--- src/rtl/dffram_wb_adapter.sv ---
// rtl/dffram_wb_adapter.sv - Wishbone B4 classic slave front-end driving a DFFRAM macro
// One transaction at a time; writes ack after 1 cycle, reads after 2 (RAM read latency).
module dffram_wb_adapter #(
   parameter int          AW        = 8,
   parameter logic [31:0] BASE_ADDR = 32'h3000_0000,
   parameter logic [31:0] ADDR_MASK = 32'hFFFF_FC00
) (
   input  logic          CLK,
   input  logic          RST,
   input  logic          wb_cyc_i,
   input  logic          wb_stb_i,
   input  logic          wb_we_i,
   input  logic [3:0]    wb_sel_i,
   input  logic [31:0]   wb_adr_i,
   input  logic [31:0]   wb_dat_i,
   output logic [31:0]   wb_dat_o,
   output logic          wb_ack_o,
   output logic          ram_en0,
   output logic [3:0]    ram_we0,
   output logic [AW-1:0] ram_a0,
   output logic [31:0]   ram_di0,
   input  logic [31:0]   ram_do0
);

   typedef enum logic [1:0] {IDLE, WACK, RWAIT, RACK} state_t;

   state_t state;
   state_t state_nxt;
   logic   hit;
   logic   req;

   assign hit     = (wb_adr_i & ADDR_MASK) == BASE_ADDR;
   assign req     = wb_cyc_i & wb_stb_i & hit;
   assign ram_a0  = wb_adr_i[AW+1:2];
   assign ram_di0 = wb_dat_i;

   always_ff @(posedge CLK) begin
      if (RST)
         state <= IDLE;
      else
         state <= state_nxt;
   end

   always_comb begin
      state_nxt = state;
      case (state)
         IDLE:    if (req) state_nxt = wb_we_i ? WACK : RWAIT;
         WACK:    state_nxt = IDLE;
         // dropping cyc while the RAM is still reading abandons the read silently
         RWAIT:   state_nxt = wb_cyc_i ? RACK : IDLE;
         RACK:    state_nxt = IDLE;
         default: state_nxt = IDLE;
      endcase
   end

   // Requests are only issued to the RAM from IDLE, so a held stb is never taken twice.
   always_comb begin
      ram_en0 = (state == IDLE) & req & ~RST;
      ram_we0 = (ram_en0 & wb_we_i) ? wb_sel_i : 4'b0000;
   end

   always_ff @(posedge CLK) begin
      if (RST) begin
         wb_ack_o <= 1'b0;
         wb_dat_o <= 32'h0000_0000;
      end else begin
         wb_ack_o <= (state_nxt == WACK) || (state_nxt == RACK);
         if (state == RWAIT && wb_cyc_i)
            wb_dat_o <= ram_do0;
      end
   end

endmodule

--- config.mk ---
export PLATFORM = sky130hd
export DESIGN_NAME = dffram_wb_adapter
export DESIGN_NICKNAME = d
export VERILOG_FILES = /design/src/rtl/dffram_wb_adapter.sv
export SDC_FILE = /design/constraint.sdc
export NUM_CORES = 1
export LEC_CHECK = 0
export CAP_MARGIN = 25
export CELL_PAD_IN_SITES_DETAIL_PLACEMENT = 0
export CELL_PAD_IN_SITES_GLOBAL_PLACEMENT = 1
export CORE_ASPECT_RATIO = 1.25
export CORE_MARGIN = 4
export CORE_UTILIZATION = 18
export DETAILED_ROUTE_END_ITERATION = 16
export GPL_ROUTABILITY_DRIVEN = 0
export PLACE_DENSITY_LB_ADDON = 0.3
export SETUP_SLACK_MARGIN = 0.1
export SYNTH_ARGS = -nofsm -noshare
export SYNTH_HDL_FRONTEND = slang
export SYNTH_SLANG_ARGS = --single-unit
--- constraint.sdc ---
create_clock -name CLK -period 1.33 [get_ports CLK]
set_clock_uncertainty 0.05 [all_clocks]
set_input_delay 0.133 -clock CLK [delete_from_list [all_inputs] [get_ports CLK]]
set_output_delay 0.133 -clock CLK [all_outputs]
set_load 0.02 [all_outputs]
Word-level counts from Yosys, hierarchy flattened. Index checks and enable logic that the tools add are counted.

Register bits: 35. Output and inout bits: 78. Word-level logic and storage cells: 24.

Equality and inequality tests: 6. Muxes and demuxes: 5. Bitwise logic cells: 6. Reduce and logical (&&, ||, !) cells: 4.

Operator list (count): $eq 22x20->1 const B (1); $eq 2x2->1 const B (3); $mux 2 (3); $pmux 2 s3 (1); $and 1x1->1 (5); $eq 2x1->1 const B (2); $mux 4 (1); $logic_not 2->1 (1); $reduce_or 2->1 (1); $logic_and 1x1->1 (1); $logic_or 1x1->1 (1); $not 1->1 (1).

Depth between registers and ports, before layout. Gate-level depths: netlist of the first run.

Depth after elaboration: 6. Depth in mapped cells: 5. Mapped depth without buffers: 3.

Worst setup path before layout of the first run. No wires, ideal clock.

Kind: register -> output. Start: register with a tool-made name. End: output port ram_we0[0]. Data arrival time: 1.391 ns. Setup slack: -0.244 ns. Cell stages (with the launch flop): 4. Cells stage by stage: dfxtp_1 > nor2_1 > nand4b_1 > nor4_1.

RTL lines: to (decl) (line 19) `output logic [3:0] ram_we0,`.

==> summary.txt, run 1 <==
status: finished with violations
synth top area cells: dfxtp_1 (40%), buf_4 (19%), nand2_1 (14%), a21oi_1 (10%), nor4_1 (3.0%)
critical path's largest stage delay: 0.33 ns
Final ANT Viol Nets: 0
clock-pin slew on the worst setup and hold paths: 0.05 ns
Max stage delay cell, worst path: dfxtp_2
worst path bufs/invs: 2
Static Leak: 1.47 nW
most frequent cells after synthesis: nand2_1 (64), buf_4 (43), a21oi_1 (35)
crit share post-route: 1.16
H-tree levels: 2
Final Hold Vio Count: 0
area grow syn2layout: 93.6%
vias: 1711
Starting Density: 0.185
1st-pass router iterations: 4
GR Util All Layers: 0.101
post-synth top area share: 0.403
sequential area share after synthesis: 0.403
CP cell instances: nor2_4, nand4b_1, buf_6, nor4_4, buf_4
layout cell share with drive strength beyond 1: 0.446
Worst slew margin: 0.629
first-pass GRT wire length: 8540 µm
Die Y: 116 µm
final net count: 404
Fmax: 651 MHz
TritonCTS Buffers: 5
Distinct cells, synth: 19
Max Cap Violations: 0
Starting DRT DRC Count: 35
max FFs per register: 32
Overflow after GRT: 0
ys flop type: dfxtp_1
Slew Viols, Final: 0
Avg Cell Area, Syn: 7.92 µm²
area of the die: 11000 µm²
die width: 94.6 µm
Post-synth EDFFs: 0
min Tclk post-route: 1.54 ns
Ant. Diodes: 0
RSZ-0062 raised after global routing: true
#FFs+latches synth: 34
Setup crit end kind: output pin
Root Buffer Master: clkbuf_16
Core ar.: 9130 µm²
CTS Hold Buffers Added: 0
TritonCTS Sinks: 34
CTS max path bufs: 2
failing checks: negative setup slack
largest delay contributor family on the critical path: simple AND/OR/NAND/NOR gates
Synth area leader: dfxtp_1
I/O pin cnt: 183
Syn Inst Count: 213
hpwl dp: 3900 µm
min-delay worst type: in2out
final setup violation count: 25
CTS tree: done
Syn Std Cell Area: 1690 µm²
Max VDD drop: 0.473 mV
initial antenna violation count: 0
worst-path fanout max: 5
vias in the first global route: 1720
largest net degree at the start of global routing: 35
WP data arrival: 1.35 ns
Rows: 39
Least-Margin Pin Slew: 0.556 ns
Syn Nets: 318
internal power: 1.90 mW
biggest regs: wb_dat_o x32
Final Routed Wirelength: 5780 µm
Flop pwr share: 0.422
total power: 2.41 mW
Net Sw Frac: 0.211
clock share of power: 0.465
power density over the cells: 738 nW/µm²
Yosys warnings: 0
WL/cell: 13.7 µm
Buffers on Ports: 100
clock latency on the worst-skew pair: 0.27 ns
post-route setup slack: -0.206 ns
Net Switching: 0.508 mW
DRC violation count after routing: 0
worst hold path startpoint: wb_dat_i[11]
Async S/R FF share, synth: 0
vias per cell: 4.06
WP data required: 1.15 ns
WHS: 0.216 ns
Gate power share: 0.113
top-count cell post-synth: nand2_1
CP Launch Type: flip-flop
largest register by flop count: wb_dat_o
critical setup path kind: reg2out
==> cell usage in the layout (no fill, tap or decap), types with 2 or more instances in the layout <==
cell and n:
nand2_1 37, buf_6 10, clkbuf_16 5, buf_2 12
nor2_4 2, buf_16 2, buf_12 4, dfxtp_1 32
a21oi_1 8, buf_4 22, nor4b_4 2, nand2_4 23
inv_1 5, nor4_4 5, nand2_2 4, dlygate4sd2_1 36
and4bb_2 2, a21oi_2 27, clkdlybuf4s15_1 3, nor4_1 3
clkdlybuf4s50_1 38, nor4_2 3
==> metrics by stage <==
step | TNS [ns] | setup slack (ns) | std cells | area [µm²] | util
floorplan | -0.160 | -0.0429 | 213 | 1730 | -
global placement | -10.52 | -0.910 | 396 | 2610 | 0.286
detailed placement | -10.56 | -0.918 | 396 | 2610 | 0.286
CTS | -1.60 | -0.219 | 420 | 2980 | 0.326
global route | -4.09 | -0.299 | 421 | 3270 | 0.358
finish | -2.18 | -0.206 | 421 | 3270 | 0.358
==> cell type report <==
class / count / area (µm²)
clock buffer: 6 / 139
fill: 970 / 5860
inverter: 5 / 18.8
multi-input combinational: 123 / 1040
sequential: 34 / 686
tap: 123 / 154
timing repair buffer: 130 / 1230
==> worst register-to-register path, delay by kind of cell (launching register included) <==
| family | cells | cell delay (ns) |
|---|---|---|
| buffers and inverters | 3 | 0.43 |
| AND/OR/NAND/NOR | 2 | 0.43 |
| flip-flops | 1 | 0.35 |
| AO/OA/AOI/OAI | 1 | 0.10 |
==> final timing paths <==
kind / endpoint / slack, ns / cells past startpoint
min reg2reg: wb_dat_o[19] / 0.40 / 2
min: ram_di0[11] / 0.22 / 0
max reg2reg: wb_dat_o[22] / -0.09 / 6
max: ram_we0[1] / -0.21 / 5
==> power by group through the flow <==
stage	sequential, mW	combinational, mW	clock, mW
floorplan	1.04	0.212	0
global placement	1.04	0.244	0
detailed placement	1.04	0.244	0
CTS	1.02	0.247	1.20
global route	1.02	0.290	1.23
finish	1.02	0.273	1.12
==> routing by layer <==
metal | wire, µm | global-route usage
met1 | 1990 | 0.100
met2 | 3230 | 0.193
met3 | 440 | 0.0354
met4 | 107 | 0.0318
met5 | 0 | 0
==> cell families after synthesis <==
logic type      Yosys count  synth area share
simple gates             87             0.265
compound gates           36             0.109
flops                    34             0.403
buf+inv                  56             0.223
==> timing repair <==
item                       4_1_cts  5_1_grt
setup endpoints to repair       72       39
buffers inserted                16        3
gates cloned                     3        0
gates resized for setup        175       72
pin swaps                       21       41
(Power assumes the default switching activity.)
==> inputs of run 2 (changes only) <==
TNS_END_PERCENT = 10   (was default)
==> run 2 against run 1 <==
  * The flow still finishes with violations (negative setup slack)
  * Total power is 0.20% higher
  * Combinational power is 8.1% lower
  * First-iteration DRC count is 43% lower
  * Utilization is 4.4 points lower
  * Clock power hardly changed
  * Worst setup slack hardly changed
  * Final area is 12% lower
  * Sequential share of layout area is 3.0 points higher
  * Sequential cell count stayed put
  * Die area stayed put
  * Maximum frequency hardly changed
==> summary.txt, run 2 (synthesis results as in run 1) <==
status: finished with violations
failing checks: negative setup slack
CTS max path bufs: 2
final net count: 399
biggest regs: wb_dat_o x32
most frequent cell on the critical path: nor4_4
final setup violation count: 7
area grow syn2layout: 69.5%
critical path's largest stage delay: 0.32 ns
vias: 1683
Slew Viols, Final: 0
Register Area: 686 µm²
Ant. Diodes: 0
critical setup path kind: in2out
design area: 2860 µm²
Static Leak: 1.22 nW
max FFs per register: 32
Max stage delay cell, worst path: nor4_4
R2R Setup Slk: -0.01 ns
Final Hold Vio Count: 0
WHS Endpoint: ram_a0[4]
crit share post-route: 1.15
first-pass GRT wire length: 8140 µm
worst path bufs/invs: 2
CP cell instances: clkdlybuf4s15_2, nor4_4, nand4_4, nor4_4, buf_4
Fmax: 651 MHz
largest delay contributor family on the critical path: simple AND/OR/NAND/NOR gates
Core ar.: 9130 µm²
TritonCTS Sinks: 34
setup total negative slack: -1.06 ns
TritonCTS Buffers: 5
Rows: 39
total power: 2.42 mW
Final ANT Viol Nets: 0
Die Y: 116 µm
die width: 94.6 µm
post-route setup slack: -0.206 ns
RSZ-0062 raised after global routing: true
hold path cells: 0
min Tclk post-route: 1.54 ns
min-delay worst type: in2out
multi-input logic area: 729 µm²
WHS: 0.216 ns
Starting DRT DRC Count: 20
DRC violation count after routing: 0
vias in the first global route: 1769
initial antenna violation count: 0
Max Cap Violations: 0
1st-pass router iterations: 4
fill count: 1013
commonest non-fill, non-tap cell in the layout: nand2_1
Buffers on Ports: 100
WP data required: 1.15 ns
CP Launch Type: primary input
hpwl dp: 3810 µm
H-tree levels: 2
CTS Hold Buffers Added: 0
layout cell share with drive strength beyond 1: 0.207
GR Util All Layers: 0.0931
Max VDD drop: 0.478 mV
Root Buffer Master: clkbuf_16
vias per cell: 4.03
area of the die: 11000 µm²
Cell Area, Placed: 2630 µm²
CTS tree: done
largest register by flop count: wb_dat_o
Starting Density: 0.185
clock latency on the worst-skew pair: 0.27 ns
worst-path fanout max: 5
largest net degree at the start of global routing: 35
worst hold path startpoint: wb_adr_i[6]
Final Routed Wirelength: 5200 µm
Setup crit end kind: output pin
WP data arrival: 1.35 ns
power density over the cells: 844 nW/µm²
Overflow after GRT: 0
dpl ws: -0.981 ns
WL/cell: 12.4 µm
Worst Reg-to-Reg Cells: 5
Least-Margin Pin Slew: 0.390 ns
Worst slew margin: 0.740
most frequent cells in the layout: nand2_1 (64), dlygate4sd2_1 (48), clkdlybuf4s50_1 (38), a21oi_1 (34), dfxtp_1 (32)
I/O pin cnt: 183
[run 2: changes by cell type in the layout (fill, tap and decap cells not counted), sizes merged]
| cell | delta |
|---|---|
| clkinv | +1 |
| buf | -19 |
| clkdlybuf4s15 | +3 |
| dlygate4sd2 | +12 |
[run 2: cell type report]
cell class / count / share of cell area
clock buffer: 7 / 0.0498
clock inverter: 1 / 0.00175
inverter: 5 / 0.00656
multi-input combinational: 123 / 0.255
sequential: 34 / 0.240
tap: 123 / 0.0538
timing repair buffer: 125 / 0.394
[run 2: stage by stage]
step / cells / utilization
finish: 418 / 0.314
floorplan: 213 / -
global placement: 398 / 0.288
detailed placement: 398 / 0.288
global route: 418 / 0.314
CTS: 418 / 0.311
[run 2: layer usage]
metal  vias to the layer above  global-route usage  share of wire
met5                         -                   0              0
met4                         0              0.0443          0.022
met3                        22              0.0335          0.093
met2                        65               0.166           0.51
met1                       766              0.0968           0.37
li1                        830                   -              -
[run 2: worst max-delay path by stage]
stage,start,to,slack (ns),cells after the start
after global placement,wb_adr_i[11],ram_we0[3],-0.94,5
after CTS,flip-flop,ram_we0[3],-0.21,5
after detailed placement,wb_adr_i[11],ram_we0[2],-0.98,5
after global routing,flip-flop,ram_we0[2],-0.29,5
after floorplan,flip-flop,ram_we0[0],-0.04,3
final,wb_adr_i[30],ram_we0[2],-0.21,5
[run 2: what timing repair did]
item	CTS	global route
buffers inserted	12	0
resized for setup	108	7
cloned	0	0
setup endpoints to repair	72	39
pin swaps	12	2
[run 2: power by group]
part	internal (mW)	total, mW	switching (mW)
Clock	0.742	1.15	0.407
Sequential	1.02	1.02	0.00000000609
Combinational	0.171	0.251	0.0795
Total	1.93	2.42	0.487
